--- src/rtl/count_snap_fifo.sv ---
`default_nettype none
// ============================================================================
// Module      : count_snap_fifo
// Description : First-word fall-through FIFO that captures snapshots of an
//               upstream counter. A sticky flag records dropped captures.
//               Defining COUNT_SNAP_WRAP_EN adds a 4-bit wrap counter, placed
//               in the top bits of each entry.
// Revision    : 1.0 - initial release
// ============================================================================
module count_snap_fifo #(
    parameter int WIDTH = 8,
    parameter int DEPTH = 4
) (
    input  logic                     clk_gate,
    input  logic                     resetn,
    input  logic [WIDTH-1:0]         i_count,
    input  logic                     i_count_end,
    input  logic                     i_capture,
    input  logic                     i_snap_ready,
    input  logic                     i_ovf_clr,
    output logic                     o_snap_valid,
    output logic [WIDTH+3:0]         o_snap_data,
    output logic [$clog2(DEPTH):0]   o_level,
    output logic                     o_overflow
);

    localparam int              c_aw   = $clog2(DEPTH);
    localparam logic [c_aw:0]   c_full = (c_aw+1)'(DEPTH);
    localparam logic [c_aw:0]   c_one  = (c_aw+1)'(1);

    logic [WIDTH+3:0] mem_q [DEPTH];
    logic [WIDTH+3:0] mem_d [DEPTH];
    logic [c_aw:0]    wr_ptr_q, wr_ptr_d;
    logic [c_aw:0]    rd_ptr_q, rd_ptr_d;
    logic             overflow_q, overflow_d;

    logic [c_aw:0]    w_level;
    logic             w_full;
    logic             w_pop;
    logic             w_push;
    logic             w_drop;
    logic [3:0]       w_wrap;

`ifdef COUNT_SNAP_WRAP_EN
    logic       count_end_q, count_end_d;
    logic [3:0] wrap_q, wrap_d;

    // Entries take wrap_q, so a capture on a rising edge sees the old value.
    always_comb begin
        count_end_d = i_count_end;
        wrap_d      = wrap_q;
        if (i_count_end && !count_end_q) begin
            wrap_d = wrap_q + 4'd1;
        end
    end

    always_ff @(posedge clk_gate or negedge resetn) begin
        if (!resetn) begin
            count_end_q <= 1'b0;
            wrap_q      <= 4'd0;
        end else begin
            count_end_q <= count_end_d;
            wrap_q      <= wrap_d;
        end
    end

    assign w_wrap = wrap_q;
`else
    logic w_unused_count_end;

    assign w_unused_count_end = i_count_end;
    assign w_wrap             = 4'd0;
`endif

    // Pointers carry one extra bit so full and empty differ in the MSB.
    assign w_level = wr_ptr_q - rd_ptr_q;
    assign w_full  = (w_level == c_full);
    assign w_pop   = (w_level != '0) && i_snap_ready;
    assign w_push  = i_capture && (!w_full || w_pop);
    assign w_drop  = i_capture && w_full && !w_pop;

    always_comb begin
        mem_d      = mem_q;
        wr_ptr_d   = wr_ptr_q;
        rd_ptr_d   = rd_ptr_q;
        overflow_d = overflow_q;
        if (w_push) begin
            mem_d[wr_ptr_q[c_aw-1:0]] = {w_wrap, i_count};
            wr_ptr_d                  = wr_ptr_q + c_one;
        end
        if (w_pop) begin
            rd_ptr_d = rd_ptr_q + c_one;
        end
        if (w_drop) begin
            overflow_d = 1'b1;
        end else if (i_ovf_clr) begin
            overflow_d = 1'b0;
        end
    end

    always_ff @(posedge clk_gate or negedge resetn) begin
        if (!resetn) begin
            wr_ptr_q   <= '0;
            rd_ptr_q   <= '0;
            overflow_q <= 1'b0;
        end else begin
            wr_ptr_q   <= wr_ptr_d;
            rd_ptr_q   <= rd_ptr_d;
            overflow_q <= overflow_d;
        end
    end

    // Storage needs no reset: the output is masked whenever the FIFO is empty.
    always_ff @(posedge clk_gate) begin
        mem_q <= mem_d;
    end

    assign o_snap_valid = (w_level != '0);
    assign o_snap_data  = o_snap_valid ? mem_q[rd_ptr_q[c_aw-1:0]] : '0;
    assign o_level      = w_level;
    assign o_overflow   = overflow_q;

endmodule
`default_nettype wire

--- config.mk ---
export PLATFORM = sky130hd
export DESIGN_NAME = count_snap_fifo
export DESIGN_NICKNAME = d
export VERILOG_FILES = /design/src/rtl/count_snap_fifo.sv
export SDC_FILE = /design/constraint.sdc
export NUM_CORES = 1
export LEC_CHECK = 0
export CORE_MARGIN = 8
export CORE_UTILIZATION = 36
export CTS_CLUSTER_SIZE = 25
export DETAILED_ROUTE_END_ITERATION = 6
export REMOVE_ABC_BUFFERS = 1
export SKIP_CTS_REPAIR_TIMING = 1
export SYNTH_ARGS = -nofsm -noshare
export SYNTH_HDL_FRONTEND = slang
export SYNTH_SLANG_ARGS = --single-unit
--- constraint.sdc ---
create_clock -name clk_gate -period 2.8 [get_ports clk_gate]
set_clock_uncertainty 0.1 [all_clocks]
set_input_delay 0.56 -clock clk_gate [delete_from_list [all_inputs] [get_ports clk_gate]]
set_output_delay 0.56 -clock clk_gate [all_outputs]
set_load 0.01 [all_outputs]
==> run metrics, run 1 <==
Pleak=0.867 nW; hold_sp=o_overflow; # IOs=31; max_cap viols=0; Fin Setup TNS=-8.45 ps; failing checks=setup timing; Synth top area share=0.551; Routed Antenna Nets=0; PD cells=1290 nW/um^2; cell count after synthesis=101; final hold viol count=0; Logic pwr share=0.579; sink of the worst hold path=o_overflow; Core Rows=25; gr usage total=0.0980; design area=2220 um^2; critical path launch point type=register; syn_area_per_cell=17.3 um^2; Mapped Area=1750 um^2; worst hold stages=2; Required @ worst endpoint=2140 ps; R2R Path End=mem_q[30]; clock tree buffer depth=2; drt wl/cell=17.2 um; final worst path period share=1.00; synth-to-layout area growth=27.3%; Die Ht=85.6 um; Crit. End Element=output pin; final setup vio count=4; multi-input logic area=582 um^2; die width=85.6 um; sequential fraction of the synthesis area=0.651; reg2reg setup slack=280 ps; Max H-tree Level=2; Root Driver=clkbuf_8; leading cell type in the layout, fill and taps excluded=edfxtp_1; GPL Wtd Cong=0.763; CP arrival=2140 ps; DRT iter0 DRCs=34; clk_lat worst skew=280 ps; unrepaired setup endpoints after global routing=yes; vias in the first global route=1,075; sw frac=0.360; TritonCTS clock tree=built; vias per cell=4.87; WL final=3420 um; TritonCTS Buffers=5; clock slew at reported path FFs=70 ps; worst vdd ir=1.23 mV; Reg power frac=0.298; Fill cells=417; P_int=1.84 mW; R2R cell count=8; Total Power=2.87 mW; drt drc=0; core box area=4690 um^2; Min Clock Period, post-route=2800 ps; Slew Limit Fails=0; Pre-antenna DRT Iters=4; Max FO, Critical Path=8; YS warnings=0; status=finished with violations; most frequent cells in the layout=edfxtp_1 (32), clkdlybuf4s50_1 (15), buf_4 (13); first-pass GRT wire length=5440 um; worst r2r src=wr_ptr_q[0]; top cells by area, synth=edfxtp_1 (55%), mux4_2 (10%), dfrtp_1 (10%); Die Footprint=7330 um^2; Nets=165; Psw=1.03 mW; Clock power frac=0.123; via count=970; largest net degree at the start of global routing=12; crit path kind=reg -> out; Sink Count=39; Port-buffer cells=25; Synth Register Bits=39; total gr overflow=0; Worst Setup Slack, final=-4.13 ps; Yosys top cell by area=edfxtp_1; hold crit path type=reg -> reg; share of layout cells above drive strength 1=0.317; Initial Utilization=0.372; max frequency=357 MHz; ant diodes=0; dpl cell area=2150 um^2; antenna violations before repair=0; Cell variety after synth=28; DP HPWL=2350 um; register area=1140 um^2
==> kinds of logic (layout without fill, tap and decap cells) <==
group                      Yosys count  in the layout  share of synthesized area
and+or+nand+nor                     21             21                     0.0710
AOI/OAI and AO/OA                    6              6                     0.0315
xor gates and xnor gates             5              5                     0.0344
adders and majority gates            7              7                     0.0545
muxes                               10             10                      0.120
buffers and inverters               12             53                     0.0351
DFF                                 39             39                      0.651
other                                1              4                    0.00215
==> cell usage after synthesis <==
master / instances
buf_1: 1
xor3_2: 1
fa_1: 1
nand3_1: 1
xor2_1: 1
o21ai_2: 1
inv_1: 6
a21boi_4: 1
conb_1: 1
nor2b_1: 8
nor2_2: 1
and2_1: 3
and3b_1: 1
edfxtp_1: 32
buf_4: 4
mux4_2: 8
o21ai_0: 1
ha_1: 6
nand2_1: 3
clkbuf_2: 1
mux2_4: 2
nor3b_1: 1
a21oi_1: 1
a211o_1: 2
nor4_1: 1
nor3_1: 2
xnor2_1: 3
dfrtp_1: 7
==> worst max-delay path by stage <==
stage / startpoint / to / slack (ps) / cells past startpoint
2_1_floorplan: rd_ptr_q[0] / o_snap_data[0] / 160 / 5
3_3_place_gp: wr_ptr_q[0] / o_snap_data[0] / -2 / 8
3_5_place_dp: wr_ptr_q[0] / o_snap_data[3] / -40 / 8
4_1_cts: wr_ptr_q[0] / o_snap_data[0] / -360 / 8
5_1_grt: rd_ptr_q[0] / o_snap_data[2] / -80 / 7
6_report: wr_ptr_q[0] / o_snap_data[2] / -4 / 8
==> power groups by stage <==
stage / clock, mW / sequential [mW] / combinational (mW)
6_report: 0.353 / 0.857 / 1.66
5_1_grt: 0.395 / 0.871 / 1.82
4_1_cts: 0.367 / 0.855 / 1.77
3_5_place_dp: 0 / 0.866 / 1.75
3_3_place_gp: 0 / 0.858 / 1.72
2_1_floorplan: 0 / 0.907 / 0.820
==> metal layers <==
layer	track usage	wire (um)	vias to the layer above
met3	0.0334	133	4
met5	0	0	-
met4	0.0334	23	0
met1	0.118	1540	488
li1	-	-	451
met2	0.160	1720	27
==> registers in the layout (all words and copies together), names as in the netlist <==
signal,cells
wr_ptr_q,3
rd_ptr_q,3
o_overflow,1
mem_q,32
==> metrics by stage <==
stage | worst slack, ps | std cells | hold WS [ps] | utilization
after global placement | -2.02 | 190 | 420 | 0.457
after global routing | -79.7 | 199 | 460 | 0.474
after floorplan | 160 | 98 | 164 | -
final | -4.13 | 199 | 429 | 0.474
after detailed placement | -43.3 | 190 | 425 | 0.457
after CTS | -360 | 198 | 432 | 0.475
==> worst max-delay path, cell delays in order, from the launching register on <==
cell and delay, ps:
dfrtp_1 380, inv_2 70, ha_4 160, fa_2 370
xor3_2 430, nor2_4 140, buf_12 140, nor2b_2 40
buf_2 130
==> final cells by class <==
cell class,instances,share of cell area
flip-flops and latches,39,0.511
well taps,54,0.0304
repair buffers,39,0.150
multi-input cells,53,0.262
inverters,6,0.0101
clock inverters,1,0.00225
clock buffers,7,0.0343
No activity file was read; power rests on OpenSTA's default activity.
==> run 2, diff against run 1 <==
- CTS_CLUSTER_DIAMETER: default -> 200
==> results of run 2 <==
No change in the layout: final DEF, timing and power equal those of run 1.
==> run 3, diff against run 2 <==
- CORE_UTILIZATION: 36 -> 35
==> run 3 against run 2 <==
The run now ends clean. Clock power is 56% higher. Global-route usage grew 0.21 points. Sequential cell count did not move. First-iteration DRC count is 74% higher. Power is 5.1% higher. Die area increased by 2.3%. Wire length decreased by 0.35%. Critical path depth did not move. Worst setup slack better by 42 ps. Final area rose by 2.1%. Combinational power down 3%. Largest power group unchanged. Register-to-register slack got worse by 20 ps.
==> run metrics, run 3 (same netlist as run 1, synthesis figures left out) <==
status=complete, no violations; crit path buf inv count=3 (unchanged); Total Power=3.02 mW (+5.1%); Core Rows=25 (unchanged); Worst Setup Slack, final=37.4 ps (+41.5 ps); crit path kind=reg -> out; CP arrival=2100 ps (-40 ps); clk_lat worst skew=290 ps (about the same); Nets=165 (unchanged); CP top delay family=adder cells; Fin Setup TNS=0 ps (+8.45 ps); first-pass GRT wire length=5460 um (+0.37%); clock slew at reported path FFs=70 ps (about the same); Pleak=0.885 nW (+2.1%); total gr overflow=0 (unchanged); Pre-antenna DRT Iters=2 (-2); leading cell type in the layout, fill and taps excluded=edfxtp_1; Crit. End Element=output pin; Slew Limit Fails=0 (unchanged); Layout Utilization=0.477 (+0.00377); placed cells=203 (+6.8%); critical path launch point type=register; Max H-tree Level=2 (unchanged); TritonCTS Buffers=5 (unchanged); design area=2270 um^2 (+2.1%); max frequency=362 MHz (+1.5%); top flop regs=mem_q (32), rd_ptr_q (3), wr_ptr_q (3); Hold Slack=428 ps (-1.00 ps); WL final=3400 um (-0.35%); max_cap viols=0 (unchanged); DP HPWL=2390 um (+1.5%); WP depth=8 (unchanged); register area=1140 um^2 (unchanged); via count=966 (-0.41%); final hold viol count=0 (unchanged); Sink Count=39 (unchanged); Root Driver=clkbuf_8; worst hold stages=2 (unchanged); GPL Wtd Cong=0.794 (+4.1%); Min Clock Period, post-route=2760 ps (-41.5 ps); multi-input logic area=569 um^2 (-2.2%); clock tree buffer depth=2 (unchanged); final worst path period share=0.987 (-0.0148); Fill cells=430 (+3.1%); unrepaired setup endpoints after global routing=yes; Max FO, Critical Path=9 (+1); Biggest register=mem_q; Port-buffer cells=25 (unchanged); # IOs=31 (unchanged); worst vdd ir=0.723 mV (-41%); vias per cell=4.56 (-6.5%); antenna violations before repair=0 (unchanged); max reg flops=32 (unchanged); Die Ht=86.6 um (+1.2%); PD cells=1330 nW/um^2 (+2.9%); core box area=4750 um^2 (+1.3%); hold crit path type=reg -> reg; final setup vio count=0 (-4); post-place setup slack=22.8 ps (+66.2 ps); share of layout cells above drive strength 1=0.324 (+0.00690); R2R cell count=8 (unchanged); slowest CP cell=xor3_2; largest net degree at the start of global routing=13 (+1); most frequent cells in the layout=edfxtp_1 (32), clkdlybuf4s50_1 (15), buf_4 (13); CP cell instances=inv_2 > ha_2 > fa_2 > xor3_2 > nor2_4 > buf_12 > nor2b_1 > clkbuf_2; Die Footprint=7500 um^2 (+2.3%); gr usage total=0.100 (+0.00209); dpl cell area=2160 um^2 (+0.76%); synth-to-layout area growth=30.0%; drt drc=0 (unchanged); die width=86.6 um (+1.2%); drt wl/cell=16.1 um (-6.5%); Required @ worst endpoint=2140 ps (about the same); vias in the first global route=1,088 (+1.2%); fin cells=212 (+6.5%); DRT iter0 DRCs=59 (+74%); Worst path max stage delay=430 ps (about the same); TritonCTS clock tree=built; Routed Antenna Nets=0 (unchanged); ant diodes=0 (unchanged); Initial Utilization=0.367 (-0.00489)
run 3: changes by cell type in the layout (fill, tap and decap cells not counted), sizes merged:
| cell | before | now |
|---|---|---|
| buf | 15 | 14 |
| clkinv | 1 | 0 |
| clkbuf | 14 | 15 |
| bufinv | 0 | 2 |
| dlymetal6s2s | 2 | 1 |
run 3: layout make-up:
type                            instances  share of cell area
Timing Repair Buffer                   39               0.143
Clock inverter                          2              0.0265
Tap cell                               67              0.0369
Clock buffer                            6              0.0320
Multi-Input combinational cell         53               0.251
Inverter                                6             0.00992
Sequential cell                        39               0.501
run 3: power breakdown:
group	total, mW	internal (mW)	switching (mW)
registers	0.854	0.795	0.0586
logic	1.61	0.844	0.770
clock network	0.552	0.356	0.195
total	3.02	2.00	1.02
run 3: layer usage:
| metal | up-vias | share of wire | wire (um) | track usage |
|---|---|---|---|---|
| li1 | 453 | - | - | - |
| met1 | 479 | 0.42 | 1440 | 0.103 |
| met2 | 29 | 0.50 | 1700 | 0.169 |
| met3 | 5 | 0.058 | 197 | 0.0425 |
| met4 | 0 | 0.017 | 59 | 0.0516 |
| met5 | - | 0 | 0 | 0 |
run 3: final timing paths:
check	slack [ps]	end	startpoint
hold reg to reg	430	o_overflow	o_overflow
setup reg to reg	260	mem_q[16]	wr_ptr_q[0]
hold / removal	430	o_overflow	o_overflow
setup / recovery	40	o_snap_data[1]	wr_ptr_q[0]
min in group asynchronous	440	wr_ptr_q[2]	resetn
max in group asynchronous	1900	wr_ptr_q[1]	resetn
run 3: tightest hold or removal path: stages, from the launching register on:
cell	delay [ps]
dfrtp_1	380
inv_1	50
o21ai_0	60
